==> src/rtl/sdspi_measure_pkg.sv <==
// rtl/sdspi_measure_pkg.sv - shared types and constants for the SD-SPI measurement controller
package sdspi_measure_pkg;

  localparam int N_BLOCKS_W = 32;
  localparam int SPEED_W    = 5;
  localparam int CNT_W      = 32;

  localparam logic SEL_AUTOTEST = 1'b0;
  localparam logic SEL_UUT      = 1'b1;

  typedef enum logic [2:0] {
    ST_IDLE,
    ST_RST_UUT,
    ST_RELEASE,
    ST_START,
    ST_WAIT,
    ST_DONE
  } state_t;

endpackage

==> src/rtl/measure_counter.sv <==
// rtl/measure_counter.sv - up counter with clear, enable and terminal compare against a load value
module measure_counter
  import sdspi_measure_pkg::*;
#(
  parameter int W = CNT_W
) (
  input  logic         clk,
  input  logic         rst_n,
  input  logic         clear,
  input  logic         en,
  input  logic [W-1:0] load,
  output logic [W-1:0] count,
  output logic         hit
);

  always_ff @(posedge clk or negedge rst_n) begin
    if (!rst_n) begin
      count <= '0;
    end else if (clear) begin
      count <= '0;
    end else if (en) begin
      count <= count + W'(1);
    end
  end

  assign hit = (count == load);

endmodule

==> src/rtl/sdspi_measure_ctrl.sv <==
// rtl/sdspi_measure_ctrl.sv - resets and starts the SD-SPI UUT, then measures its latency to finish
module sdspi_measure_ctrl
  import sdspi_measure_pkg::*;
#(
  parameter int              RST_HOLD_CYCLES = 16,
  parameter logic [CNT_W-1:0] TIMEOUT_CYCLES  = 32'd100000000
) (
  input  logic                  clk,
  input  logic                  rst,
  input  logic                  go,
  input  logic [N_BLOCKS_W-1:0] cfg_n_blocks,
  input  logic [SPEED_W-1:0]    cfg_sclk_speed,
  input  logic                  cfg_cmd18,
  output logic                  sdspi_ctrl_mux,
  output logic                  sdspi_rst,
  output logic                  sdspi_start,
  output logic [N_BLOCKS_W-1:0] sdspi_n_blocks,
  output logic [SPEED_W-1:0]    sdspi_sclk_speed,
  output logic                  sdspi_cmd18,
  input  logic                  sdspi_finish,
  output logic                  busy,
  output logic                  done,
  output logic                  result_valid,
  output logic                  timeout,
  output logic [CNT_W-1:0]      cycles
);

  // Both counters read one behind the cycle they are in, so they compare against N-1.
  localparam logic [CNT_W-1:0] HOLD_LAST    = CNT_W'(RST_HOLD_CYCLES - 1);
  localparam logic [CNT_W-1:0] TIMEOUT_LAST = TIMEOUT_CYCLES - CNT_W'(1);

  state_t           state;
  logic             hold_hit;
  logic [CNT_W-1:0] hold_count_unused;
  logic             lat_hit;
  logic [CNT_W-1:0] lat_count;
  logic [CNT_W-1:0] lat_now;

  measure_counter #(.W(CNT_W)) u_hold_cnt (
    .clk   (clk),
    .rst_n (rst),
    .clear (state == ST_IDLE),
    .en    (state == ST_RST_UUT),
    .load  (HOLD_LAST),
    .count (hold_count_unused),
    .hit   (hold_hit)
  );

  measure_counter #(.W(CNT_W)) u_lat_cnt (
    .clk   (clk),
    .rst_n (rst),
    .clear (state == ST_START),
    .en    (state == ST_WAIT),
    .load  (TIMEOUT_LAST),
    .count (lat_count),
    .hit   (lat_hit)
  );

  // Latency including the current WAIT cycle: 1 in the first WAIT cycle.
  assign lat_now = lat_count + CNT_W'(1);

  always_ff @(posedge clk or negedge rst) begin
    if (!rst) begin
      state            <= ST_IDLE;
      sdspi_ctrl_mux   <= SEL_AUTOTEST;
      sdspi_rst        <= 1'b1;
      sdspi_start      <= 1'b0;
      sdspi_n_blocks   <= '0;
      sdspi_sclk_speed <= '0;
      sdspi_cmd18      <= 1'b0;
      busy             <= 1'b0;
      done             <= 1'b0;
      result_valid     <= 1'b0;
      timeout          <= 1'b0;
      cycles           <= '0;
    end else begin
      sdspi_start <= 1'b0;
      done        <= 1'b0;
      case (state)
        ST_IDLE: begin
          busy <= 1'b0;
          if (go) begin
            sdspi_n_blocks   <= cfg_n_blocks;
            sdspi_sclk_speed <= cfg_sclk_speed;
            sdspi_cmd18      <= cfg_cmd18;
            result_valid     <= 1'b0;
            timeout          <= 1'b0;
            cycles           <= '0;
            busy             <= 1'b1;
            sdspi_ctrl_mux   <= SEL_UUT;
            state            <= ST_RST_UUT;
          end
        end
        ST_RST_UUT: begin
          if (hold_hit) begin
            sdspi_rst <= 1'b0;
            state     <= ST_RELEASE;
          end
        end
        ST_RELEASE: begin
          sdspi_start <= 1'b1;
          state       <= ST_START;
        end
        ST_START: begin
          state <= ST_WAIT;
        end
        ST_WAIT: begin
          // Finish wins over timeout when both land on the same cycle.
          if (sdspi_finish || lat_hit) begin
            cycles         <= sdspi_finish ? lat_now : TIMEOUT_CYCLES;
            timeout        <= !sdspi_finish;
            done           <= 1'b1;
            result_valid   <= 1'b1;
            sdspi_rst      <= 1'b1;
            sdspi_ctrl_mux <= SEL_AUTOTEST;
            state          <= ST_DONE;
          end
        end
        ST_DONE: begin
          busy  <= 1'b0;
          state <= ST_IDLE;
        end
        default: begin
          state <= ST_IDLE;
        end
      endcase
    end
  end

endmodule

==> config.mk <==
export PLATFORM = sky130hd
export DESIGN_NAME = sdspi_measure_ctrl
export DESIGN_NICKNAME = d
export VERILOG_FILES = /design/src/rtl/sdspi_measure_pkg.sv /design/src/rtl/measure_counter.sv /design/src/rtl/sdspi_measure_ctrl.sv
export SDC_FILE = /design/constraint.sdc
export NUM_CORES = 1
export LEC_CHECK = 0
export ABC_AREA = 1
export BUFFER_PORTS_ARGS = -buffer_cell sky130_fd_sc_hd__buf_2
export CAP_MARGIN = 15
export CORE_UTILIZATION = 62
export CTS_CLUSTER_SIZE = 30
export DETAILED_ROUTE_END_ITERATION = 10
export PLACE_DENSITY_LB_ADDON = 0.25
export SLEW_MARGIN = 10
export SYNTH_ARGS = -nofsm -noshare
export SYNTH_HDL_FRONTEND = slang
export SYNTH_SLANG_ARGS = --single-unit
export TNS_END_PERCENT = 10
==> constraint.sdc <==
create_clock -name clk -period 4.06 [get_ports clk]
set_input_delay 0.203 -clock clk [delete_from_list [all_inputs] [get_ports clk]]
set_output_delay 0.203 -clock clk [all_outputs]
set_load 0.01 [all_outputs]
# ---- Word-level counts from Yosys, hierarchy flattened
# Index checks and enable logic that the tools add are counted.
dict set report word_totals {
  reg_bits 144
  in_bits 42
  output_inout_bits 77
  word_cells 65
}
dict set report op_classes {
  add_sub_neg 2
  eq_ne 10
  n_mux 27
  reduce_logical 12
}
# cell n
set ops {}
lappend ops {{2-to-1 mux 32 bit} 7}
lappend ops {{adder 32 x 1 -> 32 bit (second input constant)} 2}
lappend ops {{one-hot mux 32 bit (2 select lines)} 1}
lappend ops {{equality test 32 x 27 -> 1 bit (second input constant)} 1}
lappend ops {{equality test 32 x 4 -> 1 bit (second input constant)} 1}
lappend ops {{one-hot mux 3 bit (5 select lines)} 1}
lappend ops {{2-to-1 mux 1 bit} 10}
lappend ops {{one-hot mux 1 bit (2 select lines)} 5}
lappend ops {{nonzero test 2 bit} 5}
lappend ops {{2-to-1 mux 3 bit} 3}
lappend ops {{AND reduction 3 bit} 3}
lappend ops {{equality test 3 x 2 -> 1 bit (second input constant)} 2}
lappend ops {{equality test 3 bit (second input constant)} 2}
lappend ops {{inequality test 2 bit (second input constant)} 3}
lappend ops {{equality test 3 x 1 -> 1 bit (second input constant)} 1}
lappend ops {{logical NOT 3 bit} 1}
lappend ops {{AND reduction 2 bit} 1}
lappend ops {{logical NOT 1 bit} 1}
lappend ops {{logical OR 1 bit} 1}

# ---- Logic depth before layout (Yosys ltp)
dict set report logic_depth {
  depth_word 4
  depth_mapped 12
  mapped_depth_nobuf 11
}

# ---- Cells and area by module
# From an unflattened synthesis, not the netlist that was laid out.
dict set report hier_totals {
  hier_cells 1233
  area_unflattened_um2 8655.8
}
# module n_inst cells_each area_each_um2 seq_area_each_um2
set modules_own_cells {}
lappend modules_own_cells {measure_counter 2 349 2337.2 800.8}
lappend modules_own_cells {sdspi_measure_ctrl 1 535 3981.3 2003.2}

# ---- Worst setup path before layout
# OpenSTA, ideal clock, no wires.
dict set report synth_timing {
  path_type {register to register}
  from {register u_lat_cnt.count[0]}
  to {register sdspi_ctrl_mux}
  setup_ns 0.130
  arrival_time_ns 1.479
  required_time_ns 3.930
  setup_slack_ns 2.452
  path_stages_with_launch 13
  n_path_buf 2
  period_less_slack_ns 1.608
  path_cell_list {dfrtp_1 -> ha_1 -> nand3_4 -> inv_2 -> nand2_4 -> nor2_2 -> nand2_1 -> nand2_1 -> nand2_2 -> buf_6 -> buf_6 -> nand2_1 -> nand2_1}
}
dict set report synth_between {
  elab_chain_cells 4
}
# element line
set synth_rtl {}
lappend synth_rtl {{start: declaration} measure_counter.sv:12} ;# output logic [W-1:0] count,
lappend synth_rtl {{start signal: assignment} measure_counter.sv:22} ;# count <= count + W'(1);
lappend synth_rtl {{equality test 32 x 27 -> 1 bit} measure_counter.sv:26} ;# assign hit = (count == load);
lappend synth_rtl {{logical OR 1 bit} sdspi_measure_ctrl.sv:109} ;# if (sdspi_finish || lat_hit) begin
lappend synth_rtl {{inequality test 2 bit (no source line)} n/a}
lappend synth_rtl {{AND reduction 3 bit (no source line)} n/a}
lappend synth_rtl {{end signal: assignment} sdspi_measure_ctrl.sv:65} ;# sdspi_ctrl_mux <= SEL_AUTOTEST;
lappend synth_rtl {{end signal: assignment} sdspi_measure_ctrl.sv:90} ;# sdspi_ctrl_mux <= SEL_UUT;
lappend synth_rtl {{end signal: assignment} sdspi_measure_ctrl.sv:115} ;# sdspi_ctrl_mux <= SEL_AUTOTEST;
lappend synth_rtl {{end: declaration} sdspi_measure_ctrl.sv:14} ;# output logic sdspi_ctrl_mux,
# No other way between the ends.
# A chain may end at the register's enable or synchronous reset.

# ---- Worst setup path in the final report
dict set report layout_timing {
  from {register state[0]}
  to {register u_lat_cnt.count[1]}
}
dict set report layout_between {
  elab_chain_cells 2
  elab_cells_between_ends 4
  cone_classes {2 x eq/ne; 1 x mux; 1 x reduce/logical}
}
# element line
set layout_rtl {}
lappend layout_rtl {{start: declaration} sdspi_measure_ctrl.sv:32} ;# state_t state;
lappend layout_rtl {{start signal: assignment} sdspi_measure_ctrl.sv:64} ;# state <= ST_IDLE;
lappend layout_rtl {{start signal: assignment} sdspi_measure_ctrl.sv:91} ;# state <= ST_RST_UUT;
lappend layout_rtl {{start signal: assignment} sdspi_measure_ctrl.sv:97} ;# state <= ST_RELEASE;
lappend layout_rtl {{equality test 3 x 2 -> 1 bit / equality test 3 bit (equally long branches)} {sdspi_measure_ctrl.sv:52, sdspi_measure_ctrl.sv:53}}
lappend layout_rtl {{2-to-1 mux 32 bit / nonzero test 2 bit (equally long branches)} n/a}
# Several ways; a longest one is shown, not always the timed one.

==> results.ini <==
[drt]
routed_via_density = 5.632
antenna_left = 0
wl_um = 21620
wl_per_cell_um = 16.39
num_vias = 7428
drt_drc_violations_left = 5
drt_iter0_drc = 749
first_pass_iters = 11

[timing]
drv_slew = 0
post-route-min-period_ns = 2.496
final.setup.tns_ns = 0
setup_viol = 0
finalCritPeriodShare_pct = 61.47
slew_headroom_pct = 51.26
rsz0062_at_grt = no
fmax_mhz = 400.7
hold_viol_final = 0
final.setup_skew_ns = 0.008404
worst_pin_slew_ns = 0.7303

[clock_network]
max-clock-path-buffers = 2
cts_setup_buffers = 0
clock_latency_ns = 0.43
ctsHoldBuffers = 32
cts_tree = built
root_buffer = clkbuf_16
cts_resized = 0
htreeDepth = 4
cts-buffers-inserted = 17
numClockSinks = 144
cts.clk_slew.worst_paths_ns = 0.06

[setup_path]
r2r_start = state[0]
critPathBufInv = 4
startpoint_type = flip-flop
critical_path_class = flip-flop to flip-flop
crit_chain = nor2_2 > inv_2 > nor2_2 > buf_4 > inv_1 > nand2_2 > inv_1 > a22o_1
critPathRequiredTime_ns = 4.37
cp-endpoint = u_lat_cnt.count[1]
reg2reg_slack_ns = 1.56
cp_num_cells = 8
cp_top_family = buffers and inverters
arrival_ns = 2.81
end_kind = flip-flop
reg2reg_to = u_lat_cnt.count[1]
crit_path_top_delay_cell = nand2_2
cp_max_fo = 31
ff2ff_path_depth = 8
crit_start = state[0]
slowest_delay_ns = 0.49

[die]
core_area_um2 = 11610
die_h_um = 112.2
io_pins = 119
die_w_um = 112.2
initial_core_util_pct = 64.79
rows = 39
dieArea_um2 = 12580

[layout]
seq_area_um2 = 3605
nNetsFinal = 1206
fill_cells = 803
stdcell_area_um2 = 9112
drive_above_1_share_pct = 17.87
syn2layout_area_growth_pct = 21.10
multi_input_area_um2 = 3385

[global_route]
grt_pass1_vias = 7250
grt_use_total_pct = 36.18
grt_max_degree = 73
antenna_found_initial = 1
grt_first_pass_wirelength_um = 35160
grt_overflow = 0

[logic_synthesis]
yosysTopAreaCell = dfrtp_1
synth_top_area_share_pct = 47.56
syn-num-nets = 1059
synth.yosys.seq_area_share_pct = 47.90
syn-cell-area_um2 = 7525
synth_ff_type = dfrtp_1
postSynthCellCount = 1015
synth_edf_count = 0
yosysMostFrequentCell = nand2_1
synthTopCellsByArea = dfrtp_1, nand2_1, nand3_1
ys_seq_elements = 144
async_reset_ff_share_pct = 100.0
synth_warnings = 0
synth_common_cells = nand2_1, dfrtp_1, nor2_1
syn_area_per_cell_um2 = 7.414
ys_types = 31

[placed_design]
place_hpwl_um = 13360
placed_area_um2 = 8200
gp_congestion = 0.9536
numPortBuffers = 118

[power]
p_leak_uw = 0.004684
power.density_nw_per_um2 = 555.4
vdd_drop_max_uv = 447.0

[run_status]
outcome = complete, but fails checks
violations = design-rule violations

[worst_hold_path]
hold_class = primary input to flip-flop

[run]
max_cap_viol_count = 0

-- placed cells by master (no fill, tap or decap), types with 2 or more instances in the layout --
cell type / instances
nand4_1: 11
dfrtp_1: 143
nand2_1: 389
nor2_2: 9
buf_2: 117
nand3_2: 27
clkbuf_1: 2
nand2_2: 4
nor2_1: 107
a22o_1: 3
xor2_1: 12
clkinvlp_4: 2
a21oi_1: 7
o22ai_1: 7
clkinv_2: 2
nor2_4: 2
inv_1: 92
buf_4: 8
o21ai_0: 57
inv_6: 3
dlygate4sd3_1: 32
clkbuf_16: 17
bufinv_16: 2
ha_1: 2
nand3_1: 82
nor3_1: 15
inv_2: 8
clkbuf_8: 2
clkinv_4: 2
-- cell type report --
| type | count | share of cell area [%] |
|---|---|---|
| tap | 143 | 1.963 |
| multi-input combinational | 741 | 37.14 |
| inverter | 100 | 4.119 |
| antenna | 1 | 0.02746 |
| timing repair buffer | 158 | 10.72 |
| clock inverter | 11 | 1.414 |
| clock buffer | 21 | 5.053 |
| sequential | 144 | 39.56 |
-- tightest hold or removal path, delay by kind of cell --
kind                   cells  cell delay [ns]
buffers and inverters      1             0.08
and+or+nand+nor            2             0.12
-- registers in the layout, indices dropped and copies added (netlist names) --
name              count
sdspi_start           1
state                 3
timeout               1
sdspi_n_blocks       32
sdspi_rst             1
busy                  1
cycles               32
u_lat_cnt.count      32
sdspi_sclk_speed      5
done                  1
u_hold_cnt.count     32
sdspi_ctrl_mux        1
sdspi_cmd18           1
result_valid          1
-- report_power, final --
group | switching (µW) | total [µW] | internal, µW | leakage, µW
Clock | 634 | 1580 | 942 | 0.000284
Combinational | 1040 | 1510 | 464 | 0.00247
Sequential | 231 | 1980 | 1750 | 0.00193
-- per-layer routing --
| metal | global-route usage, % | part of all wire (%) | up-vias |
|---|---|---|---|
| met5 | 0 | 0 | - |
| met4 | 18.04 | 3.7 | 0 |
| met3 | 7.991 | 8.9 | 64 |
| met1 | 45.98 | 40 | 3454 |
| met2 | 58.92 | 47 | 414 |
| li1 | - | - | 3496 |
-- cell families (layout without fill, tap and decap cells) --
| logic type | count (synthesis) | after routing | synth area share, % |
|---|---|---|---|
| xor gates and xnor gates | 13 | 13 | 1.513 |
| DFF | 144 | 144 | 47.90 |
| buffers and inverters | 130 | 290 | 7.150 |
| other | 0 | 1 | 0 |
| and+or+nand+nor | 649 | 649 | 37.53 |
| adders and majority gates | 2 | 2 | 0.3325 |
| AOI/OAI and AO/OA | 77 | 77 | 5.570 |
-- worst min path at each step --
| stage | from | endpoint | slack [ns] | cells after the start |
|---|---|---|---|---|
| 4_1_cts | cfg_n_blocks[23] | sdspi_n_blocks[23] | 0.0002 | 3 |
| 6_report | cfg_n_blocks[23] | sdspi_n_blocks[23] | 0.01 | 3 |
| 5_1_grt | cfg_sclk_speed[4] | sdspi_sclk_speed[4] | 0.01 | 3 |
| 3_5_place_dp | rst | cycles[1] | 0.27 | 1 |
| 2_1_floorplan | rst | busy | -0.09 | 0 |
| 3_3_place_gp | rst | cycles[4] | 0.26 | 1 |
-- per-stage QoR --
stage                     cells  setup WS [ns]  power (µW)  utilization, %  hold WS, ns
after floorplan            1015          2.452        2820               -     -0.09259
after global placement     1254          1.809        3311           70.61       0.2638
after detailed placement   1254          1.673        3361           70.61       0.2693
after CTS                  1318          1.630        4968           78.44    0.0002289
after global routing       1319          1.391        5286           78.46      0.01433
final                      1319          1.564        5061           78.46      0.01008
Note: power is estimated with default switching activity, not from simulation.
